===== src/rtl/pipe_pkg.sv =====
// Shared definitions for pipeline stage registers.
//   skid_state_t   : occupancy state of a skid-buffered stage register
//   NOP_INSTR      : canonical NOP (addi x0, x0, 0) used as the bubble instruction
//   DEFAULT_BUBBLE : {NOP_INSTR, PC 0}, the IF/ID bubble payload
//   bubble_val()   : fits DEFAULT_BUBBLE to an arbitrary payload width
package pipe_pkg;

  typedef enum logic [1:0] {
    EMPTY = 2'd0,
    ONE   = 2'd1,
    FULL  = 2'd2
  } skid_state_t;

  localparam logic [31:0] NOP_INSTR      = 32'h00000013;
  localparam logic [63:0] DEFAULT_BUBBLE = {NOP_INSTR, 32'h0};

  // Zero-extends or truncates (keeping the low bits) the default bubble.
  function automatic logic [1023:0] bubble_val();
    logic [1023:0] v;
    v = '0;
    v[63:0] = DEFAULT_BUBBLE;
    return v;
  endfunction

endpackage


===== src/rtl/sat_counter.sv =====
// Saturating up-counter for pipeline statistics.
//   clk   : clock
//   rst   : asynchronous active-high reset (count -> 0)
//   inc   : increment by one this cycle (ignored once at all-ones)
//   clr   : synchronous clear, wins over inc
//   count : current count
module sat_counter #(
  parameter int unsigned W = 16
) (
  input  logic         clk,
  input  logic         rst,
  input  logic         inc,
  input  logic         clr,
  output logic [W-1:0] count
);

  logic [W-1:0] count_q, count_d;

  always_comb begin
    count_d = count_q;
    if (clr) begin
      count_d = '0;
    end else if (inc && (count_q != '1)) begin
      count_d = count_q + W'(1);
    end
  end

  always_ff @(posedge clk or posedge rst) begin
    if (rst) begin
      count_q <= '0;
    end else begin
      count_q <= count_d;
    end
  end

  assign count = count_q;

endmodule


===== src/rtl/pipe_skid_reg.sv =====
// Pipeline stage register with valid/ready handshake and a two-entry skid buffer.
// in_ready depends only on the state flop, so there is no combinational path from
// out_ready back upstream; the skid entry absorbs the push that is already in flight
// when downstream stalls.
//   clk, rst             : clock, asynchronous active-high reset
//   flush                : synchronous discard of all held entries (beats push/pop)
//   in_valid/in_data     : upstream entry
//   in_ready             : stage can accept an entry
//   out_valid/out_data   : downstream entry (out_data = BUBBLE_VAL when not valid)
//   out_ready            : downstream accepts
//   occupancy            : entries held, 0..2
//   clr_stats            : synchronous clear of stall_cycles
//   stall_cycles         : saturating count of out_valid && !out_ready cycles
module pipe_skid_reg
  import pipe_pkg::*;
#(
  parameter int unsigned        DATA_W      = 64,
  parameter logic [DATA_W-1:0]  BUBBLE_VAL  = DATA_W'(bubble_val()),
  parameter int unsigned        STALL_CNT_W = 16
) (
  input  logic                   clk,
  input  logic                   rst,
  input  logic                   flush,
  input  logic                   in_valid,
  input  logic [DATA_W-1:0]      in_data,
  output logic                   in_ready,
  output logic                   out_valid,
  output logic [DATA_W-1:0]      out_data,
  input  logic                   out_ready,
  output logic [1:0]             occupancy,
  input  logic                   clr_stats,
  output logic [STALL_CNT_W-1:0] stall_cycles
);

  skid_state_t       state_q, state_d;
  logic [DATA_W-1:0] main_q, main_d;
  logic [DATA_W-1:0] skid_q, skid_d;
  logic              push, pop;

  assign push = in_valid && in_ready;
  assign pop  = out_valid && out_ready;

  // State and storage registers.
  always_ff @(posedge clk or posedge rst) begin
    if (rst) begin
      state_q <= EMPTY;
      main_q  <= BUBBLE_VAL;
      skid_q  <= BUBBLE_VAL;
    end else begin
      state_q <= state_d;
      main_q  <= main_d;
      skid_q  <= skid_d;
    end
  end

  // Next state; skid always holds the younger entry.
  always_comb begin
    state_d = state_q;
    main_d  = main_q;
    skid_d  = skid_q;
    if (flush) begin
      state_d = EMPTY;
      main_d  = BUBBLE_VAL;
      skid_d  = BUBBLE_VAL;
    end else begin
      unique case (state_q)
        EMPTY: begin
          if (push) begin
            state_d = ONE;
            main_d  = in_data;
          end
        end
        ONE: begin
          if (push && pop) begin
            main_d = in_data;
          end else if (push) begin
            state_d = FULL;
            skid_d  = in_data;
          end else if (pop) begin
            state_d = EMPTY;
            main_d  = BUBBLE_VAL;
          end
        end
        FULL: begin
          if (pop) begin
            state_d = ONE;
            main_d  = skid_q;
            skid_d  = BUBBLE_VAL;
          end
        end
        default: begin
          state_d = EMPTY;
          main_d  = BUBBLE_VAL;
          skid_d  = BUBBLE_VAL;
        end
      endcase
    end
  end

  // Outputs decoded from registered state only.
  always_comb begin
    in_ready  = (state_q != FULL);
    out_valid = (state_q != EMPTY);
    unique case (state_q)
      ONE:     occupancy = 2'd1;
      FULL:    occupancy = 2'd2;
      default: occupancy = 2'd0;
    endcase
  end

  // main is reloaded with BUBBLE_VAL whenever the stage empties.
  assign out_data = main_q;

  sat_counter #(
    .W (STALL_CNT_W)
  ) u_stall_cnt (
    .clk   (clk),
    .rst   (rst),
    .inc   (out_valid && !out_ready),
    .clr   (clr_stats),
    .count (stall_cycles)
  );

endmodule


===== config.mk =====
export PLATFORM = sky130hd
export DESIGN_NAME = pipe_skid_reg
export DESIGN_NICKNAME = d
export VERILOG_FILES = /design/src/rtl/pipe_pkg.sv /design/src/rtl/sat_counter.sv /design/src/rtl/pipe_skid_reg.sv
export SDC_FILE = /design/constraint.sdc
export NUM_CORES = 1
export LEC_CHECK = 0
export ABC_AREA = 1
export BUFFER_PORTS_ARGS = -buffer_cell sky130_fd_sc_hd__buf_4
export CORE_AREA = 2 2 202 164
export CTS_BUF_LIST = sky130_fd_sc_hd__clkbuf_16
export CTS_CLUSTER_DIAMETER = 120
export DETAILED_ROUTE_END_ITERATION = 12
export DIE_AREA = 0 0 204 166
export GPL_TIMING_DRIVEN = 0
export HOLD_SLACK_MARGIN = 0.08
export PLACE_DENSITY_LB_ADDON = 0.15
export SLEW_MARGIN = 10
export SYNTH_ARGS = -nofsm -noshare
export SYNTH_HDL_FRONTEND = slang
export SYNTH_HIERARCHICAL = 1
export SYNTH_SLANG_ARGS = --single-unit

===== constraint.sdc =====
create_clock -name clk -period 11.2 [get_ports clk]
set_clock_uncertainty 0.2 [all_clocks]
set_input_delay 1.68 -clock clk [delete_from_list [all_inputs] [get_ports clk]]
set_output_delay 1.68 -clock clk [all_outputs]
set_load 0.01 [all_outputs]

Word level (Yosys, flattened, before mapping). Index checks and enable logic that the tools add are counted.

Register bits after elaboration: 146. Bits in latches: 0. RAM bits: 0. ROM bits: 0. Input port bits: 70. Output and inout port bits: 84. Word-level logic and storage cells: 49. Memories kept: 0.

Add/sub/neg operators: 1. $mul: 0. Div/mod/pow operators: 0. Magnitude comparators: 0. Eq/ne operators: 12. Shifts and indexed selects: 0. Multiplexer cells: 20. Bitwise gates (word level): 0. Reduce and logical (&&, ||, !) cells: 12.

Operators by type and width (number): 64-bit 2-to-1 mux (8); 64-bit case mux with 3 select lines (2); 16-bit 2-to-1 mux (2); 16-bit by 1-bit adder with 16-bit output (second input constant) (1); 16-bit != test (second input constant) (1); 2-bit 2-to-1 mux (6); 3-bit != test (second input constant) (4); 4-bit != test (second input constant) (3); 4-bit AND reduction (3); 2-bit case mux with 3 select lines (1); 1-bit logical AND (5); 2-bit != test (second input constant) (2); 2-bit case mux with 2 select lines (1); 2-bit nonzero test (2); 2-bit by 1-bit == test with 1-bit output (second input constant) (1); 2-bit == test (second input constant) (1); 2-bit logical NOT (1); 1-bit logical NOT (1).

Longest topological paths before layout. Gate-level depths: netlist (run 1).

Depth after elaboration: 7. Mapped depth: 11. Depth with buffers taken out: 9.

By module. The synthesis (run 1) kept the hierarchy.

Modules (own cells, without submodules): pipe_skid_reg (times used 1, cells an instance 1134, area an instance 7759.9 um^2, seq. area each 3260.6 um^2); sat_counter (times used 1, cells an instance 161, area an instance 1081.0 um^2, seq. area each 400.4 um^2).

Least setup slack after synthesis (run 1). No wires, ideal clock.

Path kind: input-to-reg. From: input flush. To: register main_q[53] (netlist: out_data[53]). Library setup time: 118 ps. Data arrival time: 2564 ps. Data required time: 10882 ps. Path slack: 8318 ps. Cell stages on the path: 9. Buffers on the path: 3. Path through: buf_4 -> nor2_1 -> nand2_1 -> nand2_2 -> nor2_4 -> buf_6 -> buf_8 -> nand3_2 -> nand2_1.

Longest elaborated chain between the ends: 2. Elaborated cells on any way between the ends: 6. Classes of those cells: 4 x eq/ne; 1 x mux; 1 x reduce/logical.

RTL lines: from (decl) (RTL line pipe_skid_reg.sv:23) `input logic flush,`; 4-bit != test (no source line) / 3-bit != test (equally long branches); 4-bit AND reduction (no source line); to (signal assigned) (RTL line pipe_skid_reg.sv:51) `main_q <= main_d;`; to (decl) (RTL line pipe_skid_reg.sv:36) `logic [DATA_W-1:0] main_q, main_d;`.

Parallel ways exist; a longest one is shown, timed or not. A chain may end at the register's enable or synchronous reset.

Final worst setup path (run 1).
From: register state_q[1]. To: output in_ready.

Longest elaborated chain between the ends: 1.

RTL lines: from (decl) (RTL line pipe_skid_reg.sv:35) `skid_state_t state_q, state_d;`; from (signal assigned) (RTL line pipe_skid_reg.sv:50) `state_q <= state_d;`; 2-bit != test (RTL line pipe_skid_reg.sv:102) `in_ready = (state_q != FULL);`; to (decl) (RTL line pipe_skid_reg.sv:26) `output logic in_ready,`.

No other way between the ends.

==> results.json, run 1 <==
{
  "ant_nets": 0,
  "dp_hpwl_mm": 20.5,
  "synth_top_area_share": 0.396,
  "syn2layout_area_growth_pct": 25.2,
  "ff2ff_path_depth": 9,
  "setup.worst_path.end_class": "output pin",
  "p_int_mw": 1.04,
  "yosysWarnings": 6,
  "synth_compound_area_frac": 0.0425,
  "post_cts_buffers": 0,
  "r2r-end": "u_stall_cnt/count[7]$_DFFE_PP0P_",
  "ir_worst_vdd_uv": 99.7,
  "final_layout_size_suffix_gt1_frac": 0.216,
  "place.port_buffers": 152,
  "holdPathStages": 2,
  "grt_max_degree": 104,
  "fmax_ghz": 0.270,
  "setup_ws_ps": 7500,
  "place.gp.congestion": 0.781,
  "power_frac_comb": 0.275,
  "worstPathCellList": "buf_4 -> buf_2 -> buf_2 -> nand2_1 -> buf_4",
  "syn_inst": 1295,
  "clock_latency_ps": 430,
  "synth_common_cells": "nand2_1, inv_1, dfrtp_1",
  "total_power_mw": 1.57,
  "num_vias": 8191,
  "slew_headroom": 0.554,
  "synthAdderAreaFrac": 0.00142,
  "report.final.setup_viol": 0,
  "holdPathEnd": "out_data[36]$_DFFE_PP1P_",
  "grt_setup_unrepaired": "no",
  "maxCapViolCount": 0,
  "ctsResizeCount": 0,
  "syn_nets": 1366,
  "synth_top_cells_by_area": "dfrtp_1, nand2_1, inv_1",
  "hold_path_class": "reg2reg",
  "gr-total-overflow": 0,
  "wl_per_cell_um": 14.6,
  "rows": 59,
  "grt_usage": 0.171,
  "synth.avg_cell_area_um2": 6.83,
  "grt_pass1_vias": 8070,
  "pre_cts_slack_ps": 7830,
  "critPathSlowestCell": "dfrtp_1",
  "die_w_um": 204,
  "slew_viol_final": 0,
  "synthFlopType": "dfrtp_1",
  "cts_buffer_depth": 2,
  "powerDensity_nw_per_um2": 142,
  "p_switching_mw": 0.534,
  "first_pass_iters": 7,
  "status": "completed",
  "p_seq_frac": 0.394,
  "reg2reg_slack_ps": 8890,
  "r2r_start": "state_q[1]$_DFFE_PP0P_",
  "slowest_delay_ps": 320,
  "ios": 154,
  "cp_max_fo": 10,
  "ys_types": 33,
  "initialDrtViolationCount": 552,
  "die_y_um": 166,
  "arrival_ps": 1820,
  "place_area_um2": 10600,
  "fin_nets": 1538,
  "ys_seq_area_frac": 0.414,
  "clockRootBuffer": "clkbuf_16",
  "cts_hold_buf": 0,
  "ys_async_sr_fraction": 1.00,
  "antenna_found_initial": 0,
  "antenna_cells": 0,
  "ys_ff_latch": 146,
  "synth_top_family_by_area": "simple AND/OR/NAND/NOR gates",
  "yosys.cell_count.top_type": "nand2_1",
  "die_area_um2": 33900,
  "finalCriticalPeriod_ps": 3700,
  "synth.area.mux_share": 0,
  "swShare": 0.340,
  "h-tree-depth": 4,
  "layout_worst_path_cycle_share": 0.330,
  "crit_type": "reg2out",
  "yosys.area_share.simple": 0.420,
  "grt_pass1_wl_mm": 45.4,
  "worstHoldStart": "out_data[36]$_DFFE_PP1P_",
  "synth_top_area_cell": "dfrtp_1",
  "worst_pin_slew_ps": 668,
  "setup_tns_ps": 0,
  "hold_viol_final": 0,
  "critical_path_required_ps": 9320,
  "synth-edff-count": 0,
  "initial_utilization": 0.276,
  "fp.coreArea_um2": 32000,
  "cts_buffers": 17,
  "avgViaCountPerCell": 4.30,
  "drc_errors": 0,
  "fin_area_um2": 11100,
  "syn-cell-area_um2": 8840,
  "power_frac_clock": 0.331,
  "whs_ps": 271,
  "startpoint_type": "flop",
  "yosys.area_share.xor_xnor": 0.00297,
  "routed_wl_mm": 27.9,
  "clk_pin_slew_ps": 60,
  "clock_sinks": 146,
  "p_leak_nw": 6.13,
  "cts_tree": "yes"
}
-- power by group through the flow --
| stage | logic [mW] | clock network, mW | registers, mW |
|---|---|---|---|
| finish | 0.433 | 0.520 | 0.619 |
| global route | 0.488 | 0.564 | 0.626 |
| floorplan | 0.248 | 0 | 0.636 |
| CTS | 0.440 | 0.541 | 0.619 |
| detailed placement | 0.439 | 0 | 0.628 |
| global placement | 0.436 | 0 | 0.628 |
-- registers in the layout, indices dropped and copies added, names as in the netlist --
name / count
skid_q: 64
state_q: 2
u_stall_cnt/count: 16
out_data: 64
-- per-layer routing --
layer  vias up  share of wire  global-route usage
met5         -              0                   0
met4         0         0.0060              0.0306
met3        12          0.046              0.0296
met2       174           0.42               0.255
met1      3714           0.52               0.259
li1       4291              -                   -
-- stage by stage --
stage          utilization  cells
6_report             0.345   1907
5_1_grt              0.345   1907
4_1_cts              0.345   1907
3_5_place_dp         0.329   1875
3_3_place_gp         0.328   1874
2_1_floorplan            -   1295
-- cells in the final DEF (no fill, tap or decap), drive strengths merged --
| cell type | instances |
|---|---|
| a21oi | 2 |
| a31oi | 2 |
| buf | 222 |
| bufinv | 1 |
| clkbuf | 25 |
| clkinv | 9 |
| dfrtp | 140 |
| dfstp | 6 |
| ha | 1 |
| inv | 159 |
| nand2 | 586 |
| nand3 | 140 |
| nand3b | 2 |
| nand4 | 11 |
| nor2 | 100 |
| nor3 | 1 |
| o21ai | 69 |
| o31ai | 1 |
| xnor2 | 1 |
| xor2 | 2 |
-- worst max-delay path by stage --
stage          slack (ps)                                to              startpoint  depth (start not counted)
2_1_floorplan        5860           out_data[0]$_DFFE_PP0P_                     rst                          1
3_3_place_gp         3720          out_data[55]$_DFFE_PP0P_                     rst                          2
3_5_place_dp         7830  u_stall_cnt/count[7]$_DFFE_PP0P_               out_ready                          7
4_1_cts              7470                          in_ready  state_q[1]$_DFFE_PP0P_                          5
5_1_grt              7370                          in_ready  state_q[1]$_DFFE_PP0P_                          5
6_report             7500                          in_ready  state_q[1]$_DFFE_PP0P_                          5
-- logic make-up (layout without fill, tap and decap cells) --
group                    count (synthesis)  count (layout)
AND/OR/NAND/NOR                        840             840
adder cells (fa/ha/maj)                  1               1
buffers and inverters                  231             416
flip-flops                             146             146
XOR/XNOR                                 3               3
AO/OA/AOI/OAI                           74              74
-- layout make-up --
type                       count  area [um2]
multi-input combinational    918        4130
timing repair buffer         153        1170
sequential                   146        3660
clock buffer                  17         425
clock inverter                15        90.1
fill                        3525       21000
inverter                     154         589
tap                          427         534
buffer                        77         472
-- critical path, delay by kind of cell, from the launching register on --
family / cells / cell delay, ps
buffers and inverters: 4 / 930
flip-flops: 1 / 320
AND/OR/NAND/NOR: 1 / 130
No activity file was read; power rests on OpenSTA's default activity.
==> inputs of run 2 (changes only) <==
==> constraint.sdc (replaced) <==
create_clock -name clk -period 3.66 [get_ports clk]
set_clock_uncertainty 0.2 [all_clocks]
set_input_delay 0.549 -clock clk [delete_from_list [all_inputs] [get_ports clk]]
set_output_delay 0.549 -clock clk [all_outputs]
set_load 0.01 [all_outputs]
==> run 2 against run 1 <==
Net effect: hold slack got worse by 98 ps; via count rose by 0.73%; non-clock buffer count rose by 4; cell area rose by 1.7%; sequential share of layout area fell by 0.54 points; critical path type unchanged; critical endpoint unchanged.
==> results.json, run 2 (synthesis gave the netlist of run 1 again) <==
{
  "antenna_cells": 0,
  "maxCapViolCount": 0,
  "final_layout_size_suffix_gt1_frac": 0.221,
  "ctsResizeCount": 0,
  "status": "completed",
  "grt_setup_unrepaired": "no",
  "initialDrtViolationCount": 521,
  "place.gp.congestion": 0.853,
  "clk_pin_slew_ps": 60,
  "crit_buf_inv": 4,
  "ff2ff_path_depth": 10,
  "cp_max_fo": 10,
  "drc_errors": 0,
  "fillers": 3521,
  "clockRootBuffer": "clkbuf_16",
  "cts_buffer_depth": 2,
  "ant_nets": 0,
  "grt_pass1_vias": 7964,
  "syn2layout_area_growth_pct": 27.3,
  "seqCellArea_um2": 3660,
  "layout_common_cells": "nand2_1, buf_4, inv_1, dfrtp_1, nor2_1",
  "place.port_buffers": 152,
  "die_w_um": 204,
  "total_power_mw": 5.17,
  "hold_viol_final": 0,
  "critPathSlowestCell": "dfrtp_1",
  "ir_worst_vdd_uv": 311,
  "slew_headroom": 0.556,
  "grt_pass1_wl_mm": 45.1,
  "clock_latency_ps": 430,
  "critical_path_required_ps": 2910,
  "arrival_ps": 1830,
  "r2r-end": "u_stall_cnt/count[10]$_DFFE_PP0P_",
  "final_common_cell": "nand2_1",
  "layout_worst_path_cycle_share": 0.704,
  "rows": 59,
  "p_leak_nw": 6.18,
  "wl_per_cell_um": 14.6,
  "startpoint_type": "flop",
  "place_area_um2": 10600,
  "cts_buffers": 17,
  "num_vias": 8251,
  "routed_wl_mm": 27.8,
  "grt_max_degree": 35,
  "grt_usage": 0.169,
  "die_area_um2": 33900,
  "h-tree-depth": 4,
  "gr-total-overflow": 0,
  "holdPathStages": 2,
  "fp.coreArea_um2": 32000,
  "powerDensity_nw_per_um2": 459,
  "dp_hpwl_mm": 20.8,
  "finalCriticalPeriod_ps": 2580,
  "ios": 154,
  "slew_viol_final": 0,
  "slowest_delay_ps": 320,
  "worstPathCellList": "buf_4 -> buf_2 -> buf_2 -> nand2_1 -> buf_4",
  "multiInputGateArea_um2": 4130,
  "report.final.setup_viol": 0,
  "initial_utilization": 0.276,
  "r2r_start": "state_q[0]$_DFFE_PP0P_",
  "antenna_found_initial": 0,
  "fin_nets": 1542,
  "worstHoldStart": "flush",
  "fmax_ghz": 0.388,
  "cts_tree": "yes",
  "worst_pin_slew_ps": 665,
  "setup_tns_ps": 0,
  "avgViaCountPerCell": 4.32,
  "crit_type": "reg2out",
  "critPathTopFamily": "buffers and inverters",
  "first_pass_iters": 5,
  "fin_area_um2": 11300,
  "reg2reg_slack_ps": 1420,
  "clock_sinks": 146,
  "die_y_um": 166,
  "setup.worst_path.end_class": "output pin",
  "holdPathEnd": "state_q[1]$_DFFE_PP0P_",
  "hold_path_class": "in2reg",
  "post_cts_buffers": 0
}
[run 2: cell types whose count changed in the layout (fill, tap and decap cells not counted), moves of 2 or more]
cell / before / now
buf_12: 0 / 4
inv_1: 155 / 149
bufinv_16: 1 / 5
clkinvlp_4: 0 / 2
clkinv_2: 7 / 4
clkinv_4: 0 / 3
[run 2: layout make-up]
| class | count | area share |
|---|---|---|
| plain buffers | 77 | 0.0419 |
| clock buffers | 17 | 0.0378 |
| clock inverters | 15 | 0.0191 |
| inverters | 154 | 0.0520 |
| multi-input cells | 918 | 0.367 |
| flip-flops and latches | 146 | 0.325 |
| well taps | 427 | 0.0475 |
| repair buffers | 157 | 0.109 |
[run 2: worst max path at each step]
stage / start / endpoint / slack, ps / cells past startpoint
after CTS: state_q[1]$_DFFE_PP0P_ / in_ready / 1060 / 5
after global routing: state_q[1]$_DFFE_PP0P_ / in_ready / 980 / 5
after floorplan: rst / out_data[0]$_DFFE_PP0P_ / 1310 / 1
after global placement: rst / out_data[43]$_DFFE_PP0P_ / 150 / 2
after detailed placement: state_q[1]$_DFFE_PP0P_ / u_stall_cnt/count[7]$_DFFE_PP0P_ / 1360 / 9
final: state_q[1]$_DFFE_PP0P_ / in_ready / 1080 / 5
[run 2: worst reg2reg max path, delay by kind of cell (launching register included)]
family | cells | cell delay (ps)
buffers and inverters | 4 | 800
flip-flops | 1 | 370
AND/OR/NAND/NOR | 6 | 820
[run 2: stage by stage]
step           instances  setup WS [ps]  utilization  hold slack (ps)
5_1_grt             1911            980        0.351              167
4_1_cts             1911           1060        0.351              154
2_1_floorplan       1295           1310            -              252
6_report            1911           1080        0.351              173
3_3_place_gp        1874            152        0.328              259
3_5_place_dp        1878           1360        0.331              260
[run 2: repair_timing]
| item | 4_1_cts | 5_1_grt |
|---|---|---|
| hold buffers | 1 | 0 |
| hold endpoints to repair | 33 | 0 |
| endpoints found under the setup margin | 0 | 0 |
[run 2: metal layers]
layer  track usage  routed length [um]  part of all wire
met1         0.252               14300              0.51
met2         0.254               12000              0.43
met3        0.0330                1300             0.047
met4        0.0302                 177            0.0064
met5             0                   0                 0
[run 2: power breakdown]
| part | switching, mW | total, mW | internal, mW |
|---|---|---|---|
| Combinational | 0.838 | 1.32 | 0.486 |
| Clock | 0.741 | 1.95 | 1.21 |
| Sequential | 0.102 | 1.89 | 1.79 |
